## src/rtl/mem_arbiter.sv

```systemverilog
// mem_arbiter: shares one negedge-sampled, word-wide Mem between the IF port (word fetches)
//   and the LS port (byte/half/word loads and stores, with read-modify-write for sub-word stores).
// Ports: sys_clk/sys_rst (sync, active high); if_req/if_addr -> if_ack/if_rdata/if_err;
//   ls_req/ls_we/ls_size/ls_unsigned/ls_addr/ls_wdata -> ls_ack/ls_rdata/ls_err;
//   mem_op/mem_rw/mem_addr/mem_data_w -> Mem, mem_data_r <- Mem; busy = FSM not idle.
// Define MEM_ARB_RR_EN for round-robin arbitration on IF/LS collisions (default: LS over IF).
// Rejected requests spend one ACCESS cycle with mem_op=0 so their ack lands with the same
//   latency as a load.
module mem_arbiter #(
  parameter int ADDR_WIDTH = 32,
  parameter int DATA_WIDTH = 32
) (
  input  logic                  sys_clk,
  input  logic                  sys_rst,
  input  logic                  if_req,
  input  logic [ADDR_WIDTH-1:0] if_addr,
  output logic                  if_ack,
  output logic [DATA_WIDTH-1:0] if_rdata,
  output logic                  if_err,
  input  logic                  ls_req,
  input  logic                  ls_we,
  input  logic [1:0]            ls_size,
  input  logic                  ls_unsigned,
  input  logic [ADDR_WIDTH-1:0] ls_addr,
  input  logic [DATA_WIDTH-1:0] ls_wdata,
  output logic                  ls_ack,
  output logic [DATA_WIDTH-1:0] ls_rdata,
  output logic                  ls_err,
  output logic                  mem_op,
  output logic                  mem_rw,
  output logic [ADDR_WIDTH-1:0] mem_addr,
  output logic [DATA_WIDTH-1:0] mem_data_w,
  input  logic [DATA_WIDTH-1:0] mem_data_r,
  output logic                  busy
);
  typedef enum logic [2:0] {IDLE, ACCESS, RMW_RD, RMW_WR, RESP} state_t;
  state_t state;
  logic cur_ls, cur_we, cur_uns, cur_err;
  logic [1:0] cur_size, cur_lo;
  logic [15:0] cur_wdata;
  logic pick_ls, g_we, g_err;
  logic [1:0] g_size;
  logic [ADDR_WIDTH-1:0] g_addr;
  logic [7:0] rd_b;
  logic [15:0] rd_h;
  logic [DATA_WIDTH-1:0] load_val, merged;
`ifdef MEM_ARB_RR_EN
  logic last_grant;
  assign pick_ls = ls_req && !(if_req && last_grant);
  always_ff @(posedge sys_clk)
    last_grant <= sys_rst ? 1'b0 : (state == IDLE && (ls_req || if_req)) ? pick_ls : last_grant;
`else
  assign pick_ls = ls_req;
`endif
  always_comb begin
    g_addr = pick_ls ? ls_addr : if_addr;
    g_size = pick_ls ? ls_size : 2'b10;
    g_we = pick_ls && ls_we;
    g_err = g_size == 2'b11 || (g_size == 2'b01 && g_addr[0]) || (g_size == 2'b10 && g_addr[1:0] != 2'b00);
  end
  assign rd_b = mem_data_r[{cur_lo, 3'b000} +: 8];
  assign rd_h = mem_data_r[{cur_lo[1], 4'b0000} +: 16];
  assign load_val = cur_size == 2'b00 ? {{24{!cur_uns && rd_b[7]}}, rd_b} :
                    cur_size == 2'b01 ? {{16{!cur_uns && rd_h[15]}}, rd_h} : mem_data_r;
  always_comb begin
    merged = mem_data_r;
    if (cur_size == 2'b00) merged[{cur_lo, 3'b000} +: 8] = cur_wdata[7:0];
    else merged[{cur_lo[1], 4'b0000} +: 16] = cur_wdata;
  end
  always_ff @(posedge sys_clk) begin
    if (sys_rst) begin
      state <= IDLE;
      busy <= 1'b0;
      if_ack <= 1'b0;
      if_err <= 1'b0;
      if_rdata <= '0;
      ls_ack <= 1'b0;
      ls_err <= 1'b0;
      ls_rdata <= '0;
      mem_op <= 1'b0;
      mem_rw <= 1'b0;
      mem_addr <= '0;
      mem_data_w <= '0;
    end else begin
      case (state)
        IDLE: if (ls_req || if_req) begin
          cur_ls <= pick_ls;
          cur_we <= g_we;
          cur_size <= g_size;
          cur_uns <= ls_unsigned;
          cur_lo <= g_addr[1:0];
          cur_wdata <= ls_wdata[15:0];
          cur_err <= g_err;
          mem_op <= !g_err;
          mem_rw <= !g_err && g_we && g_size == 2'b10;
          mem_addr <= {g_addr[ADDR_WIDTH-1:2], 2'b00};
          mem_data_w <= (g_we && g_size == 2'b10) ? ls_wdata : mem_data_w;
          busy <= 1'b1;
          state <= (g_err || !g_we || g_size == 2'b10) ? ACCESS : RMW_RD;
        end
        ACCESS: begin
          mem_op <= 1'b0;
          mem_rw <= 1'b0;
          ls_ack <= cur_ls;
          ls_err <= cur_ls && cur_err;
          ls_rdata <= (cur_ls && !cur_we && !cur_err) ? load_val : '0;
          if_ack <= !cur_ls;
          if_err <= !cur_ls && cur_err;
          if_rdata <= (!cur_ls && !cur_err) ? mem_data_r : '0;
          state <= RESP;
        end
        RMW_RD: begin
          mem_data_w <= merged;
          mem_rw <= 1'b1;
          state <= RMW_WR;
        end
        RMW_WR: begin
          mem_op <= 1'b0;
          mem_rw <= 1'b0;
          ls_ack <= 1'b1;
          ls_err <= 1'b0;
          ls_rdata <= '0;
          state <= RESP;
        end
        RESP: begin
          if_ack <= 1'b0;
          if_err <= 1'b0;
          if_rdata <= '0;
          ls_ack <= 1'b0;
          ls_err <= 1'b0;
          ls_rdata <= '0;
          busy <= 1'b0;
          state <= IDLE;
        end
        default: state <= IDLE;
      endcase
    end
  end
endmodule
```

## config.mk

```make
export PLATFORM = sky130hd
export DESIGN_NAME = mem_arbiter
export DESIGN_NICKNAME = d
export VERILOG_FILES = /design/src/rtl/mem_arbiter.sv
export SDC_FILE = /design/constraint.sdc
export NUM_CORES = 1
export LEC_CHECK = 0
export BUFFER_PORTS_ARGS = -buffer_cell sky130_fd_sc_hd__buf_4
export CORE_MARGIN = 10
export CORE_UTILIZATION = 40
export DETAILED_ROUTE_END_ITERATION = 8
export GPL_ROUTABILITY_DRIVEN = 0
export PLACE_DENSITY = 0.69
export SLEW_MARGIN = 20
export SYNTH_ARGS = -nofsm -noshare
export SYNTH_HDL_FRONTEND = slang
export SYNTH_SLANG_ARGS = --single-unit
```

## constraint.sdc

```tcl
create_clock -name sys_clk -period 3.1 [get_ports sys_clk]
set_clock_uncertainty 0.15 [all_clocks]
set_input_delay 0.155 -clock sys_clk [delete_from_list [all_inputs] [get_ports sys_clk]]
set_output_delay 0.155 -clock sys_clk [all_outputs]
set_load 0.01 [all_outputs]
```

==> impl_results.md <==
- Status: finished clean
- Hold Path End: mem_addr[16]
- Max-cap violations: 0
- DR vias: 7,717
- First-pass GRT wire length: 46.41 mm
- Fillers: 1,450
- P_sw: 1604 uW
- Switch share: 28.54%
- R2r setup slk: 620 ps
- Post-detail-place hpwl: 20.15 mm
- Top Ports: 271
- Synthesized area: 7512 sq um
- Core area: 18,580 sq um
- Worst setup path startpoint: state[0]
- Worst r2r path cells: 6
- Bufs on Longest Clock Path: 2
- Final WL: 30.36 mm
- Die X-Extent: 157.0 um
- WHS Path Cells: 3
- Clock latency on the worst-skew pair: 430 ps
- Leak: 0.004944 uW
- Int Power: 4016 uW
- Num CTS Buffers: 17
- Sequential Power Share: 41.5%
- Rows: 50
- Post-CTS sizing: 0
- Power Dens Cells: 485.2 nW/um^2
- Full die area: 24,660 sq um
- Die H: 157.0 um
- Root Buffer Master: clkbuf_16
- Min-Delay Path Class: input pin to register
- Async SR Flop Fraction: 0%
- Final Setup Violations: 0
- Placed insts: 1,187
- CTS clock-pin slew for the worst setup and hold paths: 70 ps
- Post-DR wirelength/cell: 22.39 um
- Final nets: 1,249
- Yosys reg bits: 160
- Rel. slew slack: 49.27%
- Yosys warning count: 0
- Max Freq: 0.4028 GHz
- Main synth FF type: dfxtp_1
- Synth cell types: 52
- RSZ-0062 raised after global routing: no
- Finished Layout Cells: 1,356
- Crit path max fanout: 32
- Antenna-violating nets left: 0
- Peak supply drop: 391.0 uV
- Antenna violations before repair: 1
- R2R Path End: if_rdata[13]
- Clk sinks: 160
- Initial Util: 40.43%
- Final hold violation count: 0
- Worst-Margin Slew: 760.9 ps
- Drt first pass iters: 7
- Clock power frac: 38.3%
- Post-Syn Instances: 738
- Layout area overhead: 54.16%
- Setup TNS: 0 ps
- GRT Resource Usage Total: 24.24%
- Largest net degree at the start of global routing: 70
- Total gr overflow: 0
- Initial DRC count: 684
- Placement Cell Area: 9620 sq um
- Final min period: 2483 ps
- Reg-to-Reg Start: state[0]
- Util after Layout: 62.33%
- CP Class: register to register
- Combinational group share of total power: 20.3%
- Drt drc: 0
- Syn Area/Cell: 10.18 sq um
- CTS tree: done
- Crit end category: register
- Input/output buffers: 268
- Sequential area share after synthesis: 45.84%
- Drt via density: 5.691
- Crit path arrival time: 2650 ps
- Number of synthesized flops with an enable pin: 24
- CP Launch Type: register
- Required time of the critical path: 3270 ps
- Fin area: 11,580 sq um
- Hold Startpoint: if_addr[16]
- Share of cells above drive strength 1: 31.13%
- Fin crit share: 80.09%
- Final Power: 5619 uW
- Fin. max-slew vios: 0
- Vias in the first global route: 7,781
- # H-tree levels: 4
## metal layers
| metal | wire length [um] | GRT usage [%] | vias up |
|---|---|---|---|
| met3 | 3336 | 8.734 | 46 |
| li1 | - | - | 3598 |
| met5 | 0 | 0 | - |
| met2 | 14300 | 39.17 | 426 |
| met1 | 11960 | 29.15 | 3647 |
| met4 | 768 | 8.549 | 0 |
## what timing repair did
| action | 4_1_cts | 5_1_grt |
|---|---|---|
| buffers inserted | 0 | 0 |
| hold buffers | 136 | 0 |
| endpoints found under the hold margin | 151 | 0 |
## synth_stat cells (9+ instances only)
cell type  number  area, sq um
edfxtp_1       24        720.7
nor3_1         37        185.2
a211oi_1       30        225.2
dfxtp_1       136         2723
nor2_1        111        416.7
a21oi_1        32        160.2
a221oi_1       31        271.5
mux2i_1        64        640.6
a21oi_2         9        78.83
buf_2          32        160.2
a22o_1          9        78.83
clkbuf_1       24        90.09
a22oi_1        32        240.2
a221o_1        48        480.5
## state kept, by name, summed over array words and instances (netlist names), 2 cells and up
signal	flops
mem_data_w	32
mem_addr	30
cur_size	2
if_rdata	32
state	3
ls_rdata	32
cur_lo	2
cur_wdata	16
## logic make-up (layout without fill, tap and decap cells)
family / Yosys count / after routing / synth area share (%)
AND/OR/NAND/NOR: 180 / 180 / 11.26
multiplexers: 73 / 73 / 10.93
AO/OA/AOI/OAI: 237 / 237 / 25.57
adder cells (fa/ha/maj): 5 / 5 / 0.8328
other: 1 / 3 / 0.04992
flip-flops: 160 / 160 / 45.84
buffers and inverters: 82 / 464 / 5.530
## power groups by stage
stage          registers, uW  logic [uW]  clock network, uW
3_5_place_dp            2370         970                  0
2_1_floorplan           2390         463                  0
6_report                2330        1140               2150
5_1_grt                 2340        1230               2260
4_1_cts                 2330        1120               2180
3_3_place_gp            2370         963                  0
## metrics by stage
step                setup WS, ps  hold slack (ps)
floorplan                  479.4            103.9
global placement           776.4            195.0
detailed placement         711.0            199.5
CTS                        638.7            5.839
global route               471.8            17.05
finish                     617.1            41.86
## worst max-delay path by stage
stage / to / depth (start not counted)
detailed placement: ls_rdata[12] / 5
global route: if_rdata[13] / 6
floorplan: cur_err / 3
global placement: ls_rdata[13] / 5
finish: if_rdata[13] / 6
CTS: if_rdata[13] / 6
## worst max-delay path, cell delays in order, from the launching register on
cell and delay (ps):
dfxtp_1 670, nor2b_1 370, o21bai_2 110, buf_4 250, a22oi_1 180, nor2_1 60
dlygate4sd3_1 570
## cell usage in the layout, fill, tap and decap left out, types with 3 or more instances in the layout
master and instances:
ha_1 5, dlygate4sd3_1 136, nor4bb_1 3, nand2_1 5
a21oi_1 32, nor2_1 110, inv_1 8, o21ai_0 6
a221oi_1 31, o2bb2ai_1 8, inv_6 6, buf_4 286
a22o_1 9, mux4_2 7, clkbuf_16 17, a21oi_2 9
mux2i_1 64, nor3_1 37, o21a_1 6, and2_1 5
o221ai_1 8, a22oi_1 32, a211oi_1 30, edfxtp_1 24
nor2b_1 3, clkinv_4 3, dfxtp_1 136, a221o_1 48
o22a_1 8
## cell type report
class / instances / area [sq um] / share of cell area (%)
inverter: 8 / 30.03 / 0.2593
clock buffer: 17 / 425.4 / 3.673
antenna: 1 / 2.502 / 0.02161
sequential: 160 / 3443 / 29.73
multi-input combinational: 497 / 3667 / 31.67
tap: 234 / 292.8 / 2.528
clock inverter: 15 / 171.4 / 1.480
timing repair buffer: 424 / 3548 / 30.64
Power figures use the tool's default switching activity.
